$ cat config.mk
export PLATFORM = sky130hd
export DESIGN_NAME = snake_body_engine
export DESIGN_NICKNAME = d
export VERILOG_FILES = /design/src/rtl/snake_pkg.sv /design/src/rtl/snake_next_head.sv /design/src/rtl/snake_body_engine.sv
export SDC_FILE = /design/constraint.sdc
export NUM_CORES = 1
export LEC_CHECK = 0
export BUFFER_PORTS_ARGS = -buffer_cell sky130_fd_sc_hd__buf_2
export CORE_MARGIN = 4
export CORE_UTILIZATION = 50
export DETAILED_ROUTE_END_ITERATION = 12
export GPL_ROUTABILITY_DRIVEN = 0
export PLACE_DENSITY = 0.78
export SYNTH_ARGS = -nofsm -noshare
export SYNTH_HDL_FRONTEND = slang
export SYNTH_SLANG_ARGS = --single-unit
$ cat constraint.sdc
create_clock -name clock_25 -period 6.9 [get_ports clock_25]
set_clock_uncertainty 0.1 [all_clocks]
set_input_delay 0.69 -clock clock_25 [delete_from_list [all_inputs] [get_ports clock_25]]
set_output_delay 0.69 -clock clock_25 [all_outputs]
set_load 0.02 [all_outputs]
$ cat src/rtl/snake_pkg.sv
// Shared constants, heading/state encodings and heading selection for the snake game logic.
package snake_pkg;

    localparam int COORD_W               = 7;
    localparam int GRID_W                = 124;
    localparam int GRID_H                = 81;
    localparam int START_X               = 62;
    localparam int START_Y               = 40;
    localparam int SNAKE_MAX_DEFAULT     = 16;
    localparam int SNAKE_LEN_BIT_DEFAULT = 4;

    typedef logic [COORD_W-1:0] coord_t;

    typedef enum logic [3:0] {
        HEAD_UP    = 4'b1000,
        HEAD_DOWN  = 4'b0100,
        HEAD_LEFT  = 4'b0010,
        HEAD_RIGHT = 4'b0001
    } heading_t;

    typedef enum logic [1:0] {
        IDLE  = 2'd0,
        MOVE  = 2'd1,
        CHECK = 2'd2,
        DEAD  = 2'd3
    } state_t;

    function automatic heading_t opposite(input heading_t h);
        heading_t o;
        case (h)
            HEAD_UP:    o = HEAD_DOWN;
            HEAD_DOWN:  o = HEAD_UP;
            HEAD_LEFT:  o = HEAD_RIGHT;
            default:    o = HEAD_LEFT;
        endcase
        return o;
    endfunction

    // Priority up > down > right > left; a reversal request keeps the current heading.
    function automatic heading_t select_heading(input heading_t current, input logic req_up,
                                                input logic req_down, input logic req_left,
                                                input logic req_right);
        heading_t req;
        if (req_up)         req = HEAD_UP;
        else if (req_down)  req = HEAD_DOWN;
        else if (req_right) req = HEAD_RIGHT;
        else if (req_left)  req = HEAD_LEFT;
        else                req = current;
        return (req == opposite(current)) ? current : req;
    endfunction

endpackage

$ cat src/rtl/snake_next_head.sv
// Combinational next-head calculation with wall detection.
// Defining SNAKE_WRAP_EN makes the head wrap around the grid edges instead of hitting a wall.
module snake_next_head
    import snake_pkg::*;
(
    input  logic [COORD_W-1:0] head_x,
    input  logic [COORD_W-1:0] head_y,
    input  heading_t           heading,
    output logic [COORD_W-1:0] next_x,
    output logic [COORD_W-1:0] next_y,
    output logic               wall_hit
);

    localparam coord_t X_LAST = coord_t'(GRID_W - 1);
    localparam coord_t Y_LAST = coord_t'(GRID_H - 1);

    // Edge tests happen before any arithmetic so 7-bit wrap never masks a wall.
    always_comb begin
        next_x   = head_x;
        next_y   = head_y;
        wall_hit = 1'b0;
        case (heading)
            HEAD_UP: begin
                if (head_y == '0) begin
`ifdef SNAKE_WRAP_EN
                    next_y = Y_LAST;
`else
                    wall_hit = 1'b1;
`endif
                end else begin
                    next_y = head_y - 1'b1;
                end
            end
            HEAD_DOWN: begin
                if (head_y == Y_LAST) begin
`ifdef SNAKE_WRAP_EN
                    next_y = '0;
`else
                    wall_hit = 1'b1;
`endif
                end else begin
                    next_y = head_y + 1'b1;
                end
            end
            HEAD_LEFT: begin
                if (head_x == '0) begin
`ifdef SNAKE_WRAP_EN
                    next_x = X_LAST;
`else
                    wall_hit = 1'b1;
`endif
                end else begin
                    next_x = head_x - 1'b1;
                end
            end
            default: begin
                if (head_x == X_LAST) begin
`ifdef SNAKE_WRAP_EN
                    next_x = '0;
`else
                    wall_hit = 1'b1;
`endif
                end else begin
                    next_x = head_x + 1'b1;
                end
            end
        endcase
    end

endmodule

$ cat src/rtl/snake_body_engine.sv
// Snake movement, growth and collision engine that streams body segments to the renderer.
// Optional build macro SNAKE_WRAP_EN (see snake_next_head) turns walls into wrap-around edges.
module snake_body_engine
    import snake_pkg::*;
#(
    parameter int SNAKE_LENGTH_BIT = SNAKE_LEN_BIT_DEFAULT,
    parameter int SNAKE_LENGTH_MAX = SNAKE_MAX_DEFAULT
)(
    input  logic                        clock_25,
    input  logic                        reset,
    input  logic                        move_tick,
    input  logic                        up,
    input  logic                        down,
    input  logic                        left,
    input  logic                        right,
    input  logic [COORD_W-1:0]          fruit_x,
    input  logic [COORD_W-1:0]          fruit_y,
    output logic [COORD_W-1:0]          snake_head_x,
    output logic [COORD_W-1:0]          snake_head_y,
    output logic [COORD_W-1:0]          snake_body_x,
    output logic [COORD_W-1:0]          snake_body_y,
    output logic [SNAKE_LENGTH_BIT-1:0] body_count,
    output logic [SNAKE_LENGTH_BIT-1:0] snake_length,
    output logic                        dir_up,
    output logic                        dir_down,
    output logic                        dir_left,
    output logic                        dir_right,
    output logic                        fruit_eaten,
    output logic                        game_over,
    output logic                        busy
);

    // Length saturates at MAX, or at the largest value the length field can hold if smaller.
    localparam int LEN_SAT_I = (SNAKE_LENGTH_MAX < (1 << SNAKE_LENGTH_BIT) - 1) ?
                               SNAKE_LENGTH_MAX : (1 << SNAKE_LENGTH_BIT) - 1;
    localparam logic [SNAKE_LENGTH_BIT-1:0] LEN_SAT     = SNAKE_LENGTH_BIT'(LEN_SAT_I);
    localparam logic [SNAKE_LENGTH_BIT-1:0] STREAM_LAST = SNAKE_LENGTH_BIT'(SNAKE_LENGTH_MAX - 1);
    localparam logic [SNAKE_LENGTH_BIT-1:0] LEN_RESET   = SNAKE_LENGTH_BIT'(2);

    state_t                      state;
    state_t                      state_next;
    heading_t                    heading;
    heading_t                    heading_req;
    coord_t                      body_x [SNAKE_LENGTH_MAX];
    coord_t                      body_y [SNAKE_LENGTH_MAX];
    coord_t                      next_x;
    coord_t                      next_y;
    logic                        wall_hit;
    logic [SNAKE_LENGTH_BIT-1:0] scan_idx;
    logic [SNAKE_LENGTH_BIT-1:0] stream_idx;
    logic                        latch_heading;
    logic                        commit_move;
    logic                        self_hit;
    logic                        scan_last;
    logic                        fruit_hit;

    snake_next_head u_next_head (
        .head_x   (snake_head_x),
        .head_y   (snake_head_y),
        .heading  (heading),
        .next_x   (next_x),
        .next_y   (next_y),
        .wall_hit (wall_hit)
    );

    assign heading_req = select_heading(heading, up, down, left, right);
    assign self_hit    = (snake_head_x == body_x[scan_idx]) && (snake_head_y == body_y[scan_idx]);
    assign scan_last   = (scan_idx == snake_length - 1'b1);
    assign fruit_hit   = (next_x == fruit_x) && (next_y == fruit_y);

    assign dir_up    = heading[3];
    assign dir_down  = heading[2];
    assign dir_left  = heading[1];
    assign dir_right = heading[0];
    assign game_over = (state == DEAD);
    assign busy      = (state != IDLE);

    always_ff @(posedge clock_25) begin
        if (reset) state <= IDLE;
        else       state <= state_next;
    end

    always_comb begin
        state_next    = state;
        latch_heading = 1'b0;
        commit_move   = 1'b0;
        case (state)
            IDLE: begin
                if (move_tick) begin
                    latch_heading = 1'b1;
                    state_next    = MOVE;
                end
            end
            MOVE: begin
                if (wall_hit) begin
                    state_next = DEAD;
                end else begin
                    commit_move = 1'b1;
                    state_next  = CHECK;
                end
            end
            CHECK: begin
                if (self_hit)       state_next = DEAD;
                else if (scan_last) state_next = IDLE;
            end
            default: state_next = DEAD;
        endcase
    end

    always_ff @(posedge clock_25) begin
        if (reset) begin
            snake_head_x <= coord_t'(START_X);
            snake_head_y <= coord_t'(START_Y);
            for (int i = 0; i < SNAKE_LENGTH_MAX; i++) begin
                body_x[i] <= '0;
                body_y[i] <= '0;
            end
            body_x[0]    <= coord_t'(START_X - 1);
            body_y[0]    <= coord_t'(START_Y);
            body_x[1]    <= coord_t'(START_X - 2);
            body_y[1]    <= coord_t'(START_Y);
            snake_length <= LEN_RESET;
            heading      <= HEAD_RIGHT;
            fruit_eaten  <= 1'b0;
            scan_idx     <= '0;
        end else begin
            fruit_eaten <= 1'b0;
            if (latch_heading) heading <= heading_req;
            if (commit_move) begin
                for (int i = 1; i < SNAKE_LENGTH_MAX; i++) begin
                    body_x[i] <= body_x[i-1];
                    body_y[i] <= body_y[i-1];
                end
                body_x[0]    <= snake_head_x;
                body_y[0]    <= snake_head_y;
                snake_head_x <= next_x;
                snake_head_y <= next_y;
                if (fruit_hit) begin
                    fruit_eaten <= 1'b1;
                    if (snake_length != LEN_SAT) snake_length <= snake_length + 1'b1;
                end
            end
            scan_idx <= (state == CHECK) ? scan_idx + 1'b1 : '0;
        end
    end

    // Free-running segment stream; index and data leave together.
    always_ff @(posedge clock_25) begin
        if (reset) begin
            stream_idx   <= '0;
            body_count   <= '0;
            snake_body_x <= '0;
            snake_body_y <= '0;
        end else begin
            body_count   <= stream_idx;
            snake_body_x <= body_x[stream_idx];
            snake_body_y <= body_y[stream_idx];
            stream_idx   <= (stream_idx == STREAM_LAST) ? '0 : stream_idx + 1'b1;
        end
    end

endmodule

==> results.json <==
{
  "status": "complete, no violations",
  "hold_path_class": "reg2reg",
  "grt_pass1_vias": 10700,
  "cts_setup_buffers": 0,
  "timing.hold.ws_ns": 0.368,
  "die_area_sq_um": 32700,
  "met1_usage_pct": 31.9,
  "cp_cell_sequence": "nor4b_1, o21ai_1, o22ai_1, o21a_1, o2111ai_1, or4_4, nor3_1, mux2_2",
  "initial_core_util_pct": 50.6,
  "avgSynthCellArea_sq_um": 10.7,
  "cp_max_fo": 23,
  "crit_slowest_cell": "nor4b_1",
  "setup_viol": 0,
  "ios": 64,
  "fmax_mhz": 241,
  "grt_pass1_wl_um": 59900,
  "ys_seq_area_share_pct": 45.2,
  "period_minus_slack_ns": 4.14,
  "clock_sinks": 275,
  "async_reset_ff_share_pct": 0,
  "startpoint_type": "flip-flop",
  "clock_latency_ns": 0.54,
  "final_cell_mix": "nand2_1 (235), dfxtp_1 (145), and3_1 (127)",
  "slew-limit-headroom_pct": 32.2,
  "grt_max_degree": 116,
  "antenna_cells": 0,
  "worst_pin_slew_ns": 1.02,
  "grt_usage_pct": 22.1,
  "synth_edf_count": 126,
  "numCtsBuffers": 27,
  "die_h_um": 181,
  "wl_per_cell_um": 20.9,
  "ir_drop_v": 0.000186,
  "crit_type": "reg2reg",
  "cts_tree": "built",
  "grt_util_met2_pct": 35.4,
  "cts_root_buf": "clkbuf_16",
  "vias_per_cell": 6.46,
  "period_share_pct": 60.1,
  "maxSlewViolCount": 0,
  "maxCapViolCount": 0,
  "postLayoutCoreUtil_pct": 55.3,
  "cts_hold_buf": 0,
  "yosys.area_share.simple_pct": 18.0,
  "core_area_sq_um": 29600,
  "synth-seq-cells": 275,
  "p_leak_nw": 6.06,
  "crit_path_end_kind": "flip-flop",
  "drive_gt1_share_pct": 19.4,
  "syn_to_final_growth_pct": 9.34,
  "first_iter_violations": 1435,
  "cts_max_level": 1,
  "cts_resized": 0,
  "fin_nets": 1406,
  "ys_warn_count": 0,
  "grt_use_met3_pct": 3.20,
  "final_area_sq_um": 16400,
  "crit_path_max_incr_delay_ns": 0.80,
  "hold_violations": 0,
  "dp_hpwl_um": 23000,
  "synth-main-ff-cell": "dfxtp_1",
  "crit_family": "simple AND/OR/NAND/NOR gates",
  "wl_um": 37400,
  "drc": 0,
  "netlist_area_sq_um": 15000,
  "die_x_um": 181,
  "ant_nets": 0,
  "synth_nets": 1429,
  "ys_types": 67,
  "crit_buf_inv": 0,
  "place_area_sq_um": 15400,
  "cellPowerDensity_nw_per_um2": 270,
  "synth_top_family_by_area": "multiplexers",
  "busiest_layer": "met2",
  "io_buffers": 63,
  "synthCells": 1400,
  "fin_tns_setup_ns": 0,
  "clk_pin_slew_ns": 0.07,
  "synthMuxAreaShare_pct": 19.9,
  "synthAdderAreaFrac_pct": 0.736,
  "synth_compound_area_share_pct": 9.55,
  "fill_cells": 2400,
  "grt_antenna_before_repair": 0,
  "rows": 63,
  "rsz0062_at_grt": "no",
  "dr_total_vias": 11600,
  "final_common_cell": "nand2_1",
  "grt_overflow": 0,
  "critPathRequiredTime_ns": 7.22,
  "synth_xor_area_share_pct": 2.61,
  "first_pass_iters": 7,
  "cp.arrival_ns": 4.46,
  "clock_path_buffers": 3
}
report_power, final:
| part | internal (W) | switching, W |
|---|---|---|
| clock network | 0.000928 | 0.000645 |
| registers | 0.00187 | 0.000163 |
| logic | 0.000337 | 0.000473 |
| total | 0.00314 | 0.00128 |
synthesized netlist by cell type, types with 3 or more instances:
| master | count | area [sq um] |
|---|---|---|
| a211oi_1 | 12 | 90.1 |
| o22ai_1 | 3 | 18.8 |
| o211ai_1 | 13 | 97.6 |
| xor2_1 | 12 | 105 |
| or4_1 | 7 | 52.6 |
| a21o_1 | 3 | 22.5 |
| or4b_2 | 5 | 50.1 |
| nand3_1 | 21 | 105 |
| xnor2_1 | 30 | 263 |
| nand4_1 | 3 | 18.8 |
| o21a_1 | 5 | 37.5 |
| nor4b_1 | 3 | 26.3 |
| dfxtp_1 | 149 | 2980 |
| nor2b_1 | 15 | 93.8 |
| or3b_2 | 5 | 43.8 |
| o21ai_0 | 27 | 135 |
| a211o_1 | 3 | 26.3 |
| and3_1 | 128 | 801 |
| o31ai_1 | 7 | 52.6 |
| a21oi_1 | 116 | 581 |
| and2_1 | 17 | 106 |
| nor4_1 | 7 | 43.8 |
| buf_1 | 19 | 71.3 |
| clkbuf_1 | 104 | 390 |
| or3_1 | 8 | 50.1 |
| nand3b_1 | 3 | 22.5 |
| mux4_2 | 119 | 2680 |
| a22oi_1 | 5 | 37.5 |
| or2_2 | 3 | 18.8 |
| a22o_1 | 3 | 26.3 |
| a221oi_1 | 10 | 87.6 |
| a31oi_1 | 5 | 31.3 |
| inv_1 | 22 | 82.6 |
| ha_1 | 8 | 100 |
| nor2_1 | 43 | 161 |
| mux2i_1 | 28 | 280 |
| nand2_1 | 236 | 886 |
| buf_2 | 8 | 40.0 |
| edfxtp_1 | 126 | 3780 |
| nor3_1 | 23 | 115 |
kinds of logic after synthesis:
family | after synthesis
muxes | 149
AOI/OAI and AO/OA | 233
buffers and inverters | 153
xor gates and xnor gates | 43
adders and majority gates | 9
DFF | 275
and+or+nand+nor | 538
routing by layer:
layer | vias up | share of wire (%)
met5 | - | 0
met4 | 0 | 2.5
met3 | 62 | 9.4
met2 | 655 | 47
met1 | 5654 | 41
li1 | 5181 | -
tightest hold or removal path, cell delays in order, from the launching register on:
cell and delay [ns]:
dfxtp_1 0.32, nand2_1 0.05, a21oi_1 0.05
final timing paths:
path | start | endpoint | slack [ns] | depth (start not counted)
min | body_x[15][1] | body_x[15][1] | 0.37 | 2
max reg2reg | heading[3] | snake_length[0] | 2.76 | 8
min reg2reg | body_x[15][1] | body_x[15][1] | 0.37 | 2
max | heading[3] | snake_length[0] | 2.76 | 8
through the flow:
stage	std cells	total power, W	worst slack, ns
2_1_floorplan	1400	0.00263	1.08
4_1_cts	1787	0.00442	2.82
5_1_grt	1787	0.00458	2.44
6_report	1787	0.00442	2.76
3_5_place_dp	1738	0.00286	2.84
3_3_place_gp	1738	0.00284	2.98
cell type report:
cell class	count	area (sq um)	share of cell area, %
well taps	390	488	2.98
multi-input cells	972	7630	46.7
repair buffers	79	438	2.68
inverters	22	83.8	0.513
clock buffers	31	712	4.35
clock inverters	18	224	1.37
flip-flops and latches	275	6780	41.4
state kept, by name (all words and copies together) (netlist names):
signal and count:
stream_idx 4, snake_head_y 7, snake_body_x 7, snake_head_x 7, scan_idx 4, snake_length 4
state 2, fruit_eaten 1, body_count 4, snake_body_y 7, body_x 112, body_y 112
heading 4
Note: power is estimated with default switching activity, not from simulation.
